--- src/rtl/bcomp_sig_tester.sv ---
// Stimulus/response tester for the locked bcomp controller: LFSR-driven condition
// inputs, MISR compaction of the returned outputs, and golden-signature verdict.
module bcomp_sig_tester #(
    parameter int unsigned NUM_VEC    = 256,
    parameter int unsigned RST_CYC    = 4,
    parameter logic [17:0] LFSR_SEED  = 18'h00001,
    parameter logic [38:0] GOLDEN_SIG = 39'h0
) (
    input  logic        clk,
    input  logic        rst,
    input  logic        start,
    input  logic        key_in,
    output logic [17:0] x_out,
    output logic        key_out,
    output logic        dut_rst,
    input  logic [38:0] y_in,
    output logic        busy,
    output logic        done,
    output logic        pass,
    output logic [38:0] signature
);

    localparam logic [1:0] S_IDLE      = 2'd0;
    localparam logic [1:0] S_RESET_DUT = 2'd1;
    localparam logic [1:0] S_RUN       = 2'd2;
    localparam logic [1:0] S_DONE      = 2'd3;

    // An all-zero seed would lock the LFSR up, so it is replaced by 1.
    localparam logic [17:0] SEED     = (LFSR_SEED == 18'h00000) ? 18'h00001 : LFSR_SEED;
    localparam logic [15:0] VEC_LAST = 16'((NUM_VEC == 32'd0) ? 32'd0 : (NUM_VEC - 32'd1));
    localparam logic [7:0]  RST_LAST = 8'((RST_CYC == 32'd0) ? 32'd0 : (RST_CYC - 32'd1));
    localparam logic        HAS_VEC  = (NUM_VEC != 32'd0);

    function automatic logic [17:0] lfsr_step(input logic [17:0] cur);
        return {cur[16:0], cur[17] ^ cur[10]};
    endfunction

    function automatic logic [38:0] misr_step(input logic [38:0] cur, input logic [38:0] din);
        logic [38:0] nxt;
        nxt[0] = cur[38] ^ cur[34] ^ din[0];
        for (int i = 1; i < 39; i++) begin
            nxt[i] = cur[i-1] ^ din[i];
        end
        return nxt;
    endfunction

    logic [1:0]  state_q,   state_d;
    logic [7:0]  rst_cnt_q, rst_cnt_d;
    logic [15:0] vec_cnt_q, vec_cnt_d;
    logic [17:0] x_q,       x_d;
    logic        key_q,     key_d;
    logic        dut_rst_q, dut_rst_d;
    logic        busy_q,    busy_d;
    logic        done_q,    done_d;
    logic        pass_q,    pass_d;
    logic [38:0] misr_q,    misr_d;
    logic [38:0] misr_abs_s;

    // MISR value after absorbing the current controller response.
    always_comb begin
        misr_abs_s = misr_step(misr_q, y_in);
    end

    // Next-state and next-output computation for the run sequencer.
    always_comb begin
        state_d   = state_q;
        rst_cnt_d = rst_cnt_q;
        vec_cnt_d = vec_cnt_q;
        x_d       = x_q;
        key_d     = key_q;
        dut_rst_d = dut_rst_q;
        busy_d    = busy_q;
        done_d    = done_q;
        pass_d    = pass_q;
        misr_d    = misr_q;
        case (state_q)
            S_IDLE, S_DONE: begin
                if (start) begin
                    state_d   = S_RESET_DUT;
                    key_d     = key_in;
                    misr_d    = 39'h0;
                    rst_cnt_d = 8'd0;
                    vec_cnt_d = 16'd0;
                    x_d       = 18'h00000;
                    dut_rst_d = 1'b1;
                    busy_d    = 1'b1;
                    done_d    = 1'b0;
                    pass_d    = 1'b0;
                end else begin
                    state_d = state_q;
                end
            end
            S_RESET_DUT: begin
                if (rst_cnt_q == RST_LAST) begin
                    if (HAS_VEC) begin
                        state_d   = S_RUN;
                        x_d       = SEED;
                        dut_rst_d = 1'b0;
                    end else begin
                        state_d = S_DONE;
                        busy_d  = 1'b0;
                        done_d  = 1'b1;
                        pass_d  = (misr_q == GOLDEN_SIG);
                    end
                end else begin
                    rst_cnt_d = rst_cnt_q + 8'd1;
                end
            end
            S_RUN: begin
                // y_in seen at this edge belongs to the x_out held during the cycle just ending.
                misr_d    = misr_abs_s;
                vec_cnt_d = vec_cnt_q + 16'd1;
                if (vec_cnt_q == VEC_LAST) begin
                    state_d   = S_DONE;
                    x_d       = 18'h00000;
                    dut_rst_d = 1'b1;
                    busy_d    = 1'b0;
                    done_d    = 1'b1;
                    pass_d    = (misr_abs_s == GOLDEN_SIG);
                end else begin
                    x_d = lfsr_step(x_q);
                end
            end
            default: begin
                state_d   = S_IDLE;
                rst_cnt_d = 8'd0;
                vec_cnt_d = 16'd0;
                x_d       = 18'h00000;
                key_d     = 1'b0;
                dut_rst_d = 1'b1;
                busy_d    = 1'b0;
                done_d    = 1'b0;
                pass_d    = 1'b0;
                misr_d    = 39'h0;
            end
        endcase
    end

    // State and output registers with synchronous reset.
    always_ff @(posedge clk) begin
        if (rst) begin
            state_q   <= S_IDLE;
            rst_cnt_q <= 8'd0;
            vec_cnt_q <= 16'd0;
            x_q       <= 18'h00000;
            key_q     <= 1'b0;
            dut_rst_q <= 1'b1;
            busy_q    <= 1'b0;
            done_q    <= 1'b0;
            pass_q    <= 1'b0;
            misr_q    <= 39'h0;
        end else begin
            state_q   <= state_d;
            rst_cnt_q <= rst_cnt_d;
            vec_cnt_q <= vec_cnt_d;
            x_q       <= x_d;
            key_q     <= key_d;
            dut_rst_q <= dut_rst_d;
            busy_q    <= busy_d;
            done_q    <= done_d;
            pass_q    <= pass_d;
            misr_q    <= misr_d;
        end
    end

    assign x_out     = x_q;
    assign key_out   = key_q;
    assign dut_rst   = dut_rst_q;
    assign busy      = busy_q;
    assign done      = done_q;
    assign pass      = pass_q;
    assign signature = misr_q;

endmodule

--- config.mk ---
export PLATFORM = sky130hd
export DESIGN_NAME = bcomp_sig_tester
export DESIGN_NICKNAME = d
export VERILOG_FILES = /design/src/rtl/bcomp_sig_tester.sv
export SDC_FILE = /design/constraint.sdc
export NUM_CORES = 1
export LEC_CHECK = 0
export ABC_AREA = 1
export CORE_MARGIN = 2
export CORE_UTILIZATION = 45
export CTS_BUF_LIST = sky130_fd_sc_hd__clkbuf_8 sky130_fd_sc_hd__clkbuf_16
export DETAILED_ROUTE_END_ITERATION = 10
export GPL_TIMING_DRIVEN = 0
export PLACE_DENSITY = 0.78
export RECOVER_POWER = 100
export SLEW_MARGIN = 10
export SYNTH_ARGS = -nofsm -noshare
export SYNTH_HDL_FRONTEND = slang
export SYNTH_SLANG_ARGS = --single-unit
--- constraint.sdc ---
create_clock -name clk -period 1.73 [get_ports clk]
set_input_delay 0.346 -clock clk [delete_from_list [all_inputs] [get_ports clk]]
set_output_delay 0.346 -clock clk [all_outputs]
set_load 0.02 [all_outputs]
==> metrics.md <==
| Metric | Value |
|---|---|
| Final non-filler cell total | 932 |
| Compound-Gate Fraction of Synth Area | 12.25% |
| Post-Synth XOR/XNOR Area | 2.917% |
| CTS tree | yes |
| Status | completed |
| Core Util, Final | 59.38% |
| Post-Syn Area | 4503 sq um |
| Startpoint Class | flop |
| Starting Density | roughly 46% |
| Commonest cells post-synth | nand2_1, inv_1, dfxtp_1 |
| CTS Root Cell | clkbuf_8 |
| Crit Path Class | reg2out |
| Die X | 104.0 um |
| Post-Synth Adder-Cell Area | around 1.4% |
| Crit path arrival time | ~1.4 ns |
| Synth Instances | 676 |
| DP HPWL | ~9300 um |
| Post-layout min period | between 1.5 and 2 ns |
| Remaining Overflow, GRT | 0 |
| Routed WL per cell | roughly 13 um |
| Final setup TNS | 0 ns |
| Share of the clock period used by the worst path | 99.14% |
| Slew headroom | 57.47% |
| Initial antenna violation count | 0 |
| Routed wl met3 | 473 um |
| Final-report max-slew violation count | 0 |
| Final Setup Violations | 0 |
| Total Routed Length | around 12000 um |
| Synth cell types | 36 |
| P&R area growth vs syn | 28.29% |
| Critical Path RT | about 1.4 ns |
| #FFs+latches synth | 88 |
| Post-synth EDFFs | 0 |
| Inserted Clock Buffers | 9 |
| Sequential-to-total area share from yosys stat | between 30% and 40% |
| Mapped Nets | 724 |
| FP Rows | 36 |
| Drt initial violations | 258 |
| First-pass GRT wire length | 19910 um |
| Largest family of logic cells by synthesized area | simple AND/OR/NAND/NOR gates |
| Diodes inserted | 0 |
| Area share of the largest cell type after synthesis | 39.12% |
| Metal-1 WL | roughly 5600 um |
| WP depth | 1 |
| MaxCap Viol Count | 0 |
| I/O Pins | 105 |
| Area leader, netlist | dfxtp_1 |
| Buffers on Ports | ~100 |
| Hold bufs inserted after CTS | 0 |
| Top routing layer in use | met4 |
| Vias in the first global route | 4345 |
| Die height | 104.0 um |
| Core ar. | 9729 sq um |
| Longest Clk Path Bufs | 2 |
| Asr flop ratio synth | 0% |
| Clock Skew | 0.008196 ns |
| Max IR drop VDD | roughly 0.56 mV |
| 1st-pass router iterations | 5 |
| Endpoints failing hold | 0 |
| Placed insts | between 900 and 1k |
| Worst path top cell family by delay | buffers and inverters |
| Ys flop type | dfxtp_1 |
| WP buf/inv | 1 |
| Pin count of the biggest net entering global routing | 16 |
| DRC | 0 |
| Worst R2R Path Depth | 8 |
| Die area | 10820 sq um |
| Power per standard cell area | 1059 nW/um^2 |
| Worst skew pair latency | 0.36 ns |
| Routed Antenna Nets | 0 |
| Fin Hold WS | 0.4778 ns |
| Crit path max fanout | 4 |
| Total track usage | 22.46% |
| Synth Warn # | 0 |
| # H-tree levels | 3 |
| Cell chain of the critical path | clkdlybuf4s50_1 |
| Cell leakage power | ~2.4 nW |
| Detailed-route via count | between 4k and 5k |
| Slowest CP cell | clkdlybuf4s50_1 |
| TritonCTS sink count | 88 |
| Simple-Gate Fraction of Synth Area | between 30% and 40% |
| CTS clk-pin slew, worst paths | 0.09 ns |
| Hold path depth | 2 |
| Share of layout cells above drive strength 1 | about a tenth |
| Avg Cell Area, Syn | 6.661 sq um |
| RSZ-0062 raised after global routing | yes |
| # nets final | 842 |
| Critical Path Max Stage Delay | between 0.6 and 0.7 ns |
| GPL Wtd Cong | 0.9078 |
| Met2 wire len | between 6000 and 7000 um |
| Crit. End Element | output pin |
| Achievable Freq | 583.0 MHz |
| Vias per inst | 4.968 |
| Most frequent cell after synthesis | nand2_1 |
| Multiplexer share of the synthesized area | 0% |
| Hold WC Path Type | in2reg |
| Synth top area cells | dfxtp_1, nand2_1, inv_1, a21oi_1, nand3_1 |
| Worst slew pin tran | about 0.64 ns |
[logic make-up (layout without fill, tap and decap cells)]
group                      Yosys count  after routing
adders and majority gates            5              5
xor gates and xnor gates            15             15
AOI/OAI and AO/OA                   93             93
DFF                                 88             88
buffers and inverters              113            236
and+or+nand+nor                    362            362
[registers in the layout, summed over array words and instances, names as in the netlist]
register / flops
key_out: 1
state_q: 2
signature: 39
x_out: 18
busy: 1
done: 1
rst_cnt_q: 8
vec_cnt_q: 16
pass: 1
dut_rst: 1
[repair_timing]
| item | 4_1_cts | 5_1_grt |
|---|---|---|
| endpoints found under the setup margin | 89 | 102 |
| pin swaps | 2 | 4 |
| buffers inserted | 3 | 1 |
| resized for setup | 29 | 51 |
[per-layer routing]
| layer | GRT usage (%) | vias up |
|---|---|---|
| li1 | - | 2354 |
| met1 | 27.27 | 2144 |
| met2 | 38.06 | 101 |
| met3 | 3.947 | 31 |
| met4 | 11.58 | 0 |
| met5 | 0 | - |
[per-stage QoR]
stage	power [mW]	worst slack, ns	instance area, sq um
floorplan	3.874	0.1105	4503
global route	6.434	-0.05954	5777
detailed placement	4.664	-0.2704	5700
CTS	6.025	0.0006858	5921
global placement	4.597	-0.2132	5700
finish	6.120	0.01486	5777
[cell usage in the layout, fill, tap and decap left out, types with 3 or more instances in the layout]
master / count
buf_4: 7
nor2_1: 46
nand2_2: 11
nor3_1: 7
dfxtp_1: 85
clkbuf_4: 3
nand3_2: 3
and2_1: 7
xnor2_1: 11
dfxtp_2: 3
nand3_1: 43
clkbuf_8: 9
o21ai_0: 6
clkinv_2: 4
a21oi_2: 11
inv_1: 87
dlygate4sd2_1: 14
o22ai_1: 7
clkbuf_1: 42
inv_2: 6
xor2_1: 4
nand4_1: 6
nand2_1: 226
a21oi_1: 57
a2bb2oi_1: 4
nand2_4: 4
clkdlybuf4s50_1: 55
[worst paths after layout]
path | start | to | slack (ns)
worst max-delay path | signature[6]$_SDFFE_PP0P_ | signature[6] | 0.01
worst min-delay path | rst | busy$_SDFFE_PP0P_ | 0.48
worst max register to register | state_q[0]$_SDFFE_PP0P_ | signature[38]$_SDFFE_PP0P_ | 0.03
worst min register to register | x_out[2]$_SDFFE_PP0P_ | x_out[3]$_SDFFE_PP0P_ | 0.48
[power by group]
group | switching (mW) | internal, mW | total (mW)
clock | 0.779 | 0.522 | 1.30
sequential | 0.172 | 2.20 | 2.38
combinational | 1.59 | 0.850 | 2.44
total | 2.55 | 3.57 | 6.12
[cell type report]
class / instances / area [sq um]
Sequential cell: 88 / 1765
Inverter: 95 / 360.3
Multi-Input combinational cell: 475 / 2372
Clock inverter: 7 / 47.55
Buffer: 18 / 110.1
Clock buffer: 9 / 123.9
Timing Repair Buffer: 107 / 830.8
Tap cell: 133 / 166.4
Fill cell: 945 / 3953
Power figures use the tool's default switching activity.
